--- config.mk ---
export PLATFORM = sky130hd
export DESIGN_NAME = fetch_seq
export DESIGN_NICKNAME = d
export VERILOG_FILES = /design/src/rtl/fetch_pkg.sv /design/src/rtl/fetch_seq_jump_lut.sv /design/src/rtl/fetch_seq.sv
export SDC_FILE = /design/constraint.sdc
export NUM_CORES = 1
export LEC_CHECK = 0
export BUFFER_PORTS_ARGS = -buffer_cell sky130_fd_sc_hd__buf_4
export CAP_MARGIN = 0
export CORE_AREA = 2 2 217 166
export DETAILED_ROUTE_END_ITERATION = 12
export DIE_AREA = 0 0 219 168
export PLACE_DENSITY = 0.76
export RECOVER_POWER = 25
export SKIP_LAST_GASP = 1
export SLEW_MARGIN = 40
export SYNTH_ARGS = -nofsm -noshare
export SYNTH_HDL_FRONTEND = slang
export SYNTH_SLANG_ARGS = --single-unit
--- constraint.sdc ---
create_clock -name clk -period 13.2 [get_ports clk]
set_input_delay 2.64 -clock clk [delete_from_list [all_inputs] [get_ports clk]]
set_output_delay 2.64 -clock clk [all_outputs]
set_load 0.01 [all_outputs]
--- src/rtl/fetch_pkg.sv ---
// fetch_pkg: shared types and helpers for the instruction-fetch sequencer.
//   state_t     : sequencer FSM states (IDLE, RUN, DONE)
//   br_cond_t   : branch-condition encoding carried on br_cond
//   br_taken()  : evaluates a branch condition against the registered flags
//   CNT_W/CNT_MAX : width and saturation value of the RUN-cycle counter
package fetch_pkg;

  typedef enum logic [1:0] {
    IDLE = 2'b00,
    RUN  = 2'b01,
    DONE = 2'b10
  } state_t;

  typedef enum logic [1:0] {
    BR_ALWAYS = 2'b00,
    BR_Z      = 2'b01,
    BR_NZ     = 2'b10,
    BR_PAR    = 2'b11
  } br_cond_t;

  localparam int          CNT_W   = 16;
  localparam logic [15:0] CNT_MAX = 16'hFFFF;

  function automatic logic br_taken(input br_cond_t cond,
                                    input logic     zero_q,
                                    input logic     pari_q);
    logic t;
    case (cond)
      BR_ALWAYS: t = 1'b1;
      BR_Z:      t = zero_q;
      BR_NZ:     t = ~zero_q;
      BR_PAR:    t = pari_q;
      default:   t = 1'b0;
    endcase
    return t;
  endfunction

endpackage

--- src/rtl/fetch_seq_jump_lut.sv ---
// jump_lut: runtime-writable jump-target table, 2**LW entries of D bits.
//   clk, reset      : clock, async active-high reset (clears every entry)
//   we/waddr/wdata  : synchronous write port
//   raddr/rdata     : combinational read port; a same-cycle write to the
//                     read index is seen only after the edge
module jump_lut #(
  parameter int D  = 12,
  parameter int LW = 5
) (
  input  logic          clk,
  input  logic          reset,
  input  logic          we,
  input  logic [LW-1:0] waddr,
  input  logic [D-1:0]  wdata,
  input  logic [LW-1:0] raddr,
  output logic [D-1:0]  rdata
);

  localparam int N = 2**LW;

  logic [D-1:0] mem [N];

  always_ff @(posedge clk or posedge reset) begin
    if (reset) begin
      for (int i = 0; i < N; i++) mem[i] <= '0;
    end else if (we) begin
      mem[waddr] <= wdata;
    end
  end

  assign rdata = mem[raddr];

endmodule

--- src/rtl/fetch_seq.sv ---
// fetch_seq: instruction-fetch sequencer driving prog_ctr into instr_ROM.
//   clk, reset           : clock, async active-high reset (forces IDLE)
//   req, start_addr      : start handshake and entry PC (accepted in IDLE/DONE)
//   stall                : hold PC this cycle
//   halt                 : current instruction is a halt -> DONE
//   br_en, br_cond, br_abs, lut_idx : branch request, condition, mode, table index
//   zero_q, pari_q       : registered flags for conditional branches
//   lut_we, lut_waddr, lut_wdata    : jump-table write port
//   prog_ctr             : current instruction address
//   run, done            : state decode (RUN / DONE level)
//   oob                  : sticky PC-overflow flag, cleared on next start
//   cycle_cnt            : RUN-cycle count, saturating
// Optional build macro FETCH_CYCLE_CNT_EN: builds the RUN-cycle counter;
// without it cycle_cnt is tied to zero.
//
// state | meaning
// IDLE  | waiting for req after reset
// RUN   | fetching; PC advances, branches or holds each edge
// DONE  | stopped by halt or PC overflow; PC frozen, waiting for req
module fetch_seq
  import fetch_pkg::*;
#(
  parameter int D  = 12,
  parameter int LW = 5
) (
  input  logic          clk,
  input  logic          reset,
  input  logic          req,
  input  logic [D-1:0]  start_addr,
  input  logic          stall,
  input  logic          halt,
  input  logic          br_en,
  input  logic [1:0]    br_cond,
  input  logic          br_abs,
  input  logic [LW-1:0] lut_idx,
  input  logic          zero_q,
  input  logic          pari_q,
  input  logic          lut_we,
  input  logic [LW-1:0] lut_waddr,
  input  logic [D-1:0]  lut_wdata,
  output logic [D-1:0]  prog_ctr,
  output logic          run,
  output logic          done,
  output logic          oob,
  output logic [15:0]   cycle_cnt
);

  localparam logic [D-1:0] PC_ONE = D'(1);

  state_t       state, state_nxt;
  logic [D-1:0] pc_nxt;
  logic         oob_nxt;
  logic [D-1:0] lut_rdata;

  jump_lut #(.D(D), .LW(LW)) u_lut (
    .clk   (clk),
    .reset (reset),
    .we    (lut_we),
    .waddr (lut_waddr),
    .wdata (lut_wdata),
    .raddr (lut_idx),
    .rdata (lut_rdata)
  );

  always_ff @(posedge clk or posedge reset) begin
    if (reset) begin
      state    <= IDLE;
      prog_ctr <= '0;
      oob      <= 1'b0;
    end else begin
      state    <= state_nxt;
      prog_ctr <= pc_nxt;
      oob      <= oob_nxt;
    end
  end

  always_comb begin
    state_nxt = state;
    pc_nxt    = prog_ctr;
    oob_nxt   = oob;
    case (state)
      IDLE, DONE: begin
        if (req) begin
          state_nxt = RUN;
          pc_nxt    = start_addr;
          oob_nxt   = 1'b0;
        end
      end
      RUN: begin
        if (!stall) begin
          if (halt) begin
            state_nxt = DONE;
          end else if (br_en && br_taken(br_cond_t'(br_cond), zero_q, pari_q)) begin
            // relative targets wrap mod 2**D by design; no overflow flag
            pc_nxt = br_abs ? lut_rdata : prog_ctr + lut_rdata;
          end else if (&prog_ctr) begin
            state_nxt = DONE;
            oob_nxt   = 1'b1;
          end else begin
            pc_nxt = prog_ctr + PC_ONE;
          end
        end
      end
      default: state_nxt = IDLE;
    endcase
  end

  assign run  = (state == RUN);
  assign done = (state == DONE);

`ifdef FETCH_CYCLE_CNT_EN
  logic [CNT_W-1:0] cnt;

  always_ff @(posedge clk or posedge reset) begin
    if (reset) begin
      cnt <= '0;
    end else if (state != RUN && req) begin
      cnt <= '0;
    end else if (state == RUN && cnt != CNT_MAX) begin
      cnt <= cnt + 16'd1;
    end
  end

  assign cycle_cnt = cnt;
`else
  assign cycle_cnt = '0;
`endif

endmodule

-- Word-level counts from Yosys, hierarchy flattened
Cells that the tools add are included.
- register bits: 399
- output and inout port bits: 31
- add/subtract/negate cells: 2
- order comparisons: 3
- equality and inequality tests: 13
- muxes and demuxes: 29
- bitwise logic cells: 3
- reduce and logical (&&, ||, !) cells: 10
- operator list (operator ; number):
    $bwmux W384 ; 1
    $mux W12 ; 9
    $bmux W12 S5 ; 1
    $demux W12 S5 ; 1
    $pmux W12 S2 ; 1
    $add A12 B1 Y12 const B ; 1
    $add A12 B12 Y12 ; 1
    $ge A6 B6 Y1 const B ; 2
    $not A5 Y6 ; 2
    $reduce_and A12 Y1 ; 1
    $mux W2 ; 5
    $mux W1 ; 8
    $ne A2 B2 Y1 const B ; 4
    $eq A2 B2 Y1 const B ; 3
    $lt A6 B1 Y1 const B ; 1
    $ne A3 B3 Y1 const B ; 2
    $reduce_and A6 Y1 ; 1
    $reduce_and A5 Y1 ; 1
    $eq A2 B1 Y1 const B ; 2
    $logic_not A2 Y1 ; 2
    $pmux W1 S4 ; 1
    $pmux W2 S2 ; 1
    $reduce_and A4 Y1 ; 1
    $ne A3 B2 Y1 const B ; 1
    6 further kinds ; 7

-- Logic depth before layout (Yosys ltp)
- depth after elaboration: 10
- depth in mapped cells: 16
- depth with buffers taken out: 13

-- By module
A second synthesis with hierarchy kept.
- cell total of the unflattened synthesis: 1541
- area, all modules: 19814.0 µm²
- by module, submodules not included (module ; times used ; cells each ; area an instance (µm²) ; seq. area each (µm²)):
    jump_lut ; 1 ; 1312 ; 17996.0 ; 9609.2
    fetch_seq ; 1 ; 229 ; 1818.0 ; 375.4

-- Worst setup path after synthesis
No wires, ideal clock.
- path kind: input port to flip-flop
- start point: input lut_idx[1]
- end point: register prog_ctr[10]
- arrival: 6.306 ns
- required time: 13.084 ns
- slack: 6.779 ns
- stages: 16
- buffers on the path: 3
- cell sequence: buf_2 buf_1 clkbuf_1 mux4_2 mux4_2 mux2_2 ha_1 inv_1 fa_1 nor2b_1 o21ai_0 a21boi_0 o41ai_1 o21ai_0 xnor2_1 o311ai_0
- word-level cells in the longest chain between the ends: 10
- ends and longest elaborated chain (element ; RTL line ; source):
    from (decl) ; fetch_seq.sv:35 ; input logic [LW-1:0] lut_idx,
    $not A5 Y6 (not written as such) * ; fetch_seq_jump_lut.sv:31 ; assign rdata = mem[raddr];
    $bmux W12 S5 * ; fetch_seq_jump_lut.sv:31 ;
    $mux W12 (not written as such) * (2 in a row) ; fetch_seq_jump_lut.sv:31 ;
    $add A12 B12 Y12 ; fetch_seq.sv:95 ; pc_nxt = br_abs ? lut_rdata : prog_ctr + lut_rdata;
    $mux W12 * ; fetch_seq.sv:95 ;
    $mux W12 * ; fetch_seq.sv:93 ; end else if (br_en && br_taken(br_cond_t'(br_cond), zero_q, pari_q)) begin
    $mux W12 * ; fetch_seq.sv:91 ; if (halt) begin
    $mux W12 * ; fetch_seq.sv:90 ; if (!stall) begin
    $pmux W12 S2 * ; fetch_seq.sv:81 ; case (state)
    to (signal assigned) ; fetch_seq.sv:72 ; prog_ctr <= pc_nxt;
    to (decl) ; fetch_seq.sv:41 ; output logic [D-1:0] prog_ctr,
Every way passes the cells marked *; elsewhere a longest branch is shown, timed or not. The select of a mux whose other input is x is not followed.
A chain may end at the register's enable or synchronous reset.

==> flow_summary.toml <==
[run_status]
outcome = "finished, violations left"
violations = "capacitance limit, slew limit"

[layout]
diodes = 0
final_layout_size_suffix_gt1_frac = 0.507
final_common_cell = "dfrtp_1"
fin_nets = 1360
final_cell_mix = "399 x dfrtp_1, 396 x mux2_2, 116 x mux4_2"
area_delta_synth_final_pct = 11.5

[timing]
rsz0062_at_grt = "no"
clock.fmax_mhz = 122
hold_violations = 0
whs_ps = 501
slew_violations = 92
setup_ws_ps = 5020
final.period_utilization = 0.620
relSlewSlack = -2.38
finalSetupViolCount = 0
setup_tns_ps = 0
tightestPinTransition_ps = 5070
layout_min_cycle_time_ps = 8180
fin_skew_ps = 21.0

[clock_tree]
cts_max_path_buffers = 3
post_cts_resized = 0
cts_hold_buffers = 0
post-cts-setup-buffers = 0
tritoncts = "built"
clk_latency_ps = 550
h-tree-depth = 2
cts_buffers = 41
clkTransAtPathRegs_ps = 60
clockRootBuffer = "clkbuf_16"
clock_sinks = 399

[grt]
grt_antenna_before_repair = 0
gr-total-overflow = 0
track_usage = 0.252
grt_pass1_wl_mm = 69.8
grt_pass1_vias = 11600
grt_max_degree = 92

[routing]
vias = 11200
drt-initial-drc-count = 954
viasPerCell = 6.25
routed_wl_mm = 44.8
drt_pass1_iterations = 6
wl_per_cell_microns = 24.9
ant_nets = 0
drc_errors = 0

[logic_synthesis]
synth_seq_area_share = 0.521
synth_flop_cell = "dfrtp_1"
synthArstFlopShare = 1.00
ys_types = 55
synth_area_sq_um = 19200
synth_edf_count = 0
synth_seq_cells = 399
yosysWarningCount = 0
avgSynthCellArea_sq_um = 14.9
synthCells = 1288

[die]
ios = 77
die_w_microns = 219
die_area_sq_um = 36800
start_util = 0.548
fp.dieH_microns = 168
fp-row-count = 60
coreArea_sq_um = 35000

[power_and_ir_drop]
pwr_density_cell_nw_per_um2 = 169
leakagePower_nw = 9.43
total_power_mw = 3.61
ir_drop_mv = 0.135

[critical_path]
path_cells = "clkbuf_4, clkinvlp_2, clkbuf_1, clkbuf_1, buf_16, buf_6, buf_6"
crit_family = "buffers and inverters"
start_kind = "input pin"
critPathCaptureType = "asynchronous set/reset pin"
crit_path_max_fanout = 91
critPathKind = "input pin to asynchronous set/reset pin"
slowest_stage = "clkbuf_1"
worst-path-buf-inv = 7
required_ps = 13790
cp_slowest_stage_delay_ps = 3590
crit_arrival_ps = 8780

[hold_path]
hold_class = "register to register"

[placement]
port_buffers = 60
place_ws_ps = 5660
gp_congestion = 0.872
dp_hpwl_mm = 27.5

[flow_run]
max_cap_violations = 1
[synth_stat cells (all sizes together) (2+ instances only)]
| library cell | count | area, sq um |
|---|---|---|
| a2bb2oi | 2 | 17.5 |
| o21a | 4 | 30.0 |
| nor2 | 34 | 128 |
| o32ai | 2 | 17.5 |
| nor3 | 11 | 55.1 |
| a311oi | 2 | 17.5 |
| nor2b | 4 | 25.0 |
| nor4 | 2 | 12.5 |
| nor3b | 8 | 60.1 |
| xor2 | 7 | 61.3 |
| and4 | 2 | 17.5 |
| o31ai | 2 | 15.0 |
| a21oi | 11 | 55.1 |
| a22oi | 3 | 22.5 |
| a21o | 3 | 22.5 |
| ha | 12 | 150 |
| o41ai | 3 | 26.3 |
| inv | 7 | 26.3 |
| buf | 40 | 240 |
| o21ai | 26 | 130 |
| o22ai | 2 | 12.5 |
| nand4 | 2 | 12.5 |
| and3 | 4 | 25.0 |
| nand3 | 17 | 85.1 |
| or2 | 2 | 12.5 |
| xnor2 | 6 | 52.6 |
| clkbuf | 81 | 304 |
| dfrtp | 399 | 9980 |
| nand2b | 6 | 37.5 |
| nand2 | 38 | 143 |
| mux2i | 8 | 80.1 |
| nand3b | 5 | 37.5 |
| o2111ai | 3 | 26.3 |
| mux2 | 396 | 4460 |
| o211ai | 3 | 22.5 |
| mux4 | 116 | 2610 |
[worst reg2reg max path, delay by kind of cell (launching register included)]
family	cells	cell delay (ps)
compound gates	5	1310
xor+xnor	1	150
fa+ha+maj	2	420
buf+inv	1	80
flops	1	370
mux	3	1330
simple gates	1	50
[per-stage QoR]
step / cell area, sq um / util / instances
3_3_place_gp: 19900 / 0.568 / 1721
2_1_floorplan: 19200 / - / 1303
4_1_cts: 21400 / 0.613 / 1798
6_report: 21400 / 0.611 / 1798
3_5_place_dp: 20000 / 0.572 / 1723
5_1_grt: 21400 / 0.611 / 1798
[sequential cells by signal, summed over array words and instances, names as in the netlist]
name,flops
u_lut.mem,384
prog_ctr,12
state,2
oob,1
[logic make-up (layout without fill, tap and decap cells)]
| logic type | Yosys count | count (layout) | synth area share |
|---|---|---|---|
| AOI/OAI and AO/OA | 74 | 74 | 0.0253 |
| xor gates and xnor gates | 13 | 13 | 0.00594 |
| adders and majority gates | 13 | 13 | 0.00888 |
| buffers and inverters | 129 | 159 | 0.0300 |
| DFF | 399 | 399 | 0.521 |
| muxes | 520 | 520 | 0.373 |
| other | 1 | 16 | 0.000196 |
| and+or+nand+nor | 139 | 139 | 0.0356 |
[path summary, 6_finish.rpt]
| kind | from | end | slack (ps) | cells after the start |
|---|---|---|---|---|
| setup / recovery | reset | prog_ctr[8] | 5020 | 7 |
| hold / removal | u_lut.mem[307] | u_lut.mem[307] | 500 | 1 |
| setup reg to reg | u_lut.mem[108] | prog_ctr[10] | 9360 | 13 |
| hold reg to reg | u_lut.mem[307] | u_lut.mem[307] | 500 | 1 |
| max in group clk | lut_idx[1] | prog_ctr[10] | 6230 | 15 |
| min in group asynchronous | reset | u_lut.mem[322] | 2390 | 3 |
[routing by layer]
metal | GRT usage | vias to the layer above | wire, microns | share of wire
li1 | - | 4811 | - | -
met1 | 0.361 | 6021 | 19900 | 0.44
met2 | 0.398 | 340 | 21000 | 0.47
met3 | 0.0484 | 73 | 2820 | 0.063
met4 | 0.0705 | 0 | 1130 | 0.025
met5 | 0 | - | 0 | 0
[power by group]
| group | internal [mW] | switching [mW] | total [mW] |
|---|---|---|---|
| Combinational | 0.431 | 0.330 | 0.761 |
| Sequential | 1.47 | 0.157 | 1.63 |
| Clock | 0.735 | 0.489 | 1.22 |
[layout make-up]
type                    count  area, sq um
clock buffers              59         1200
clock inverters            16          225
fillers                  2627        13600
inverters                   8         31.3
multi-input cells         775         8770
flip-flops and latches    399         9980
well taps                 465          582
repair buffers             76          583
Note: power is estimated with default switching activity, not from simulation.
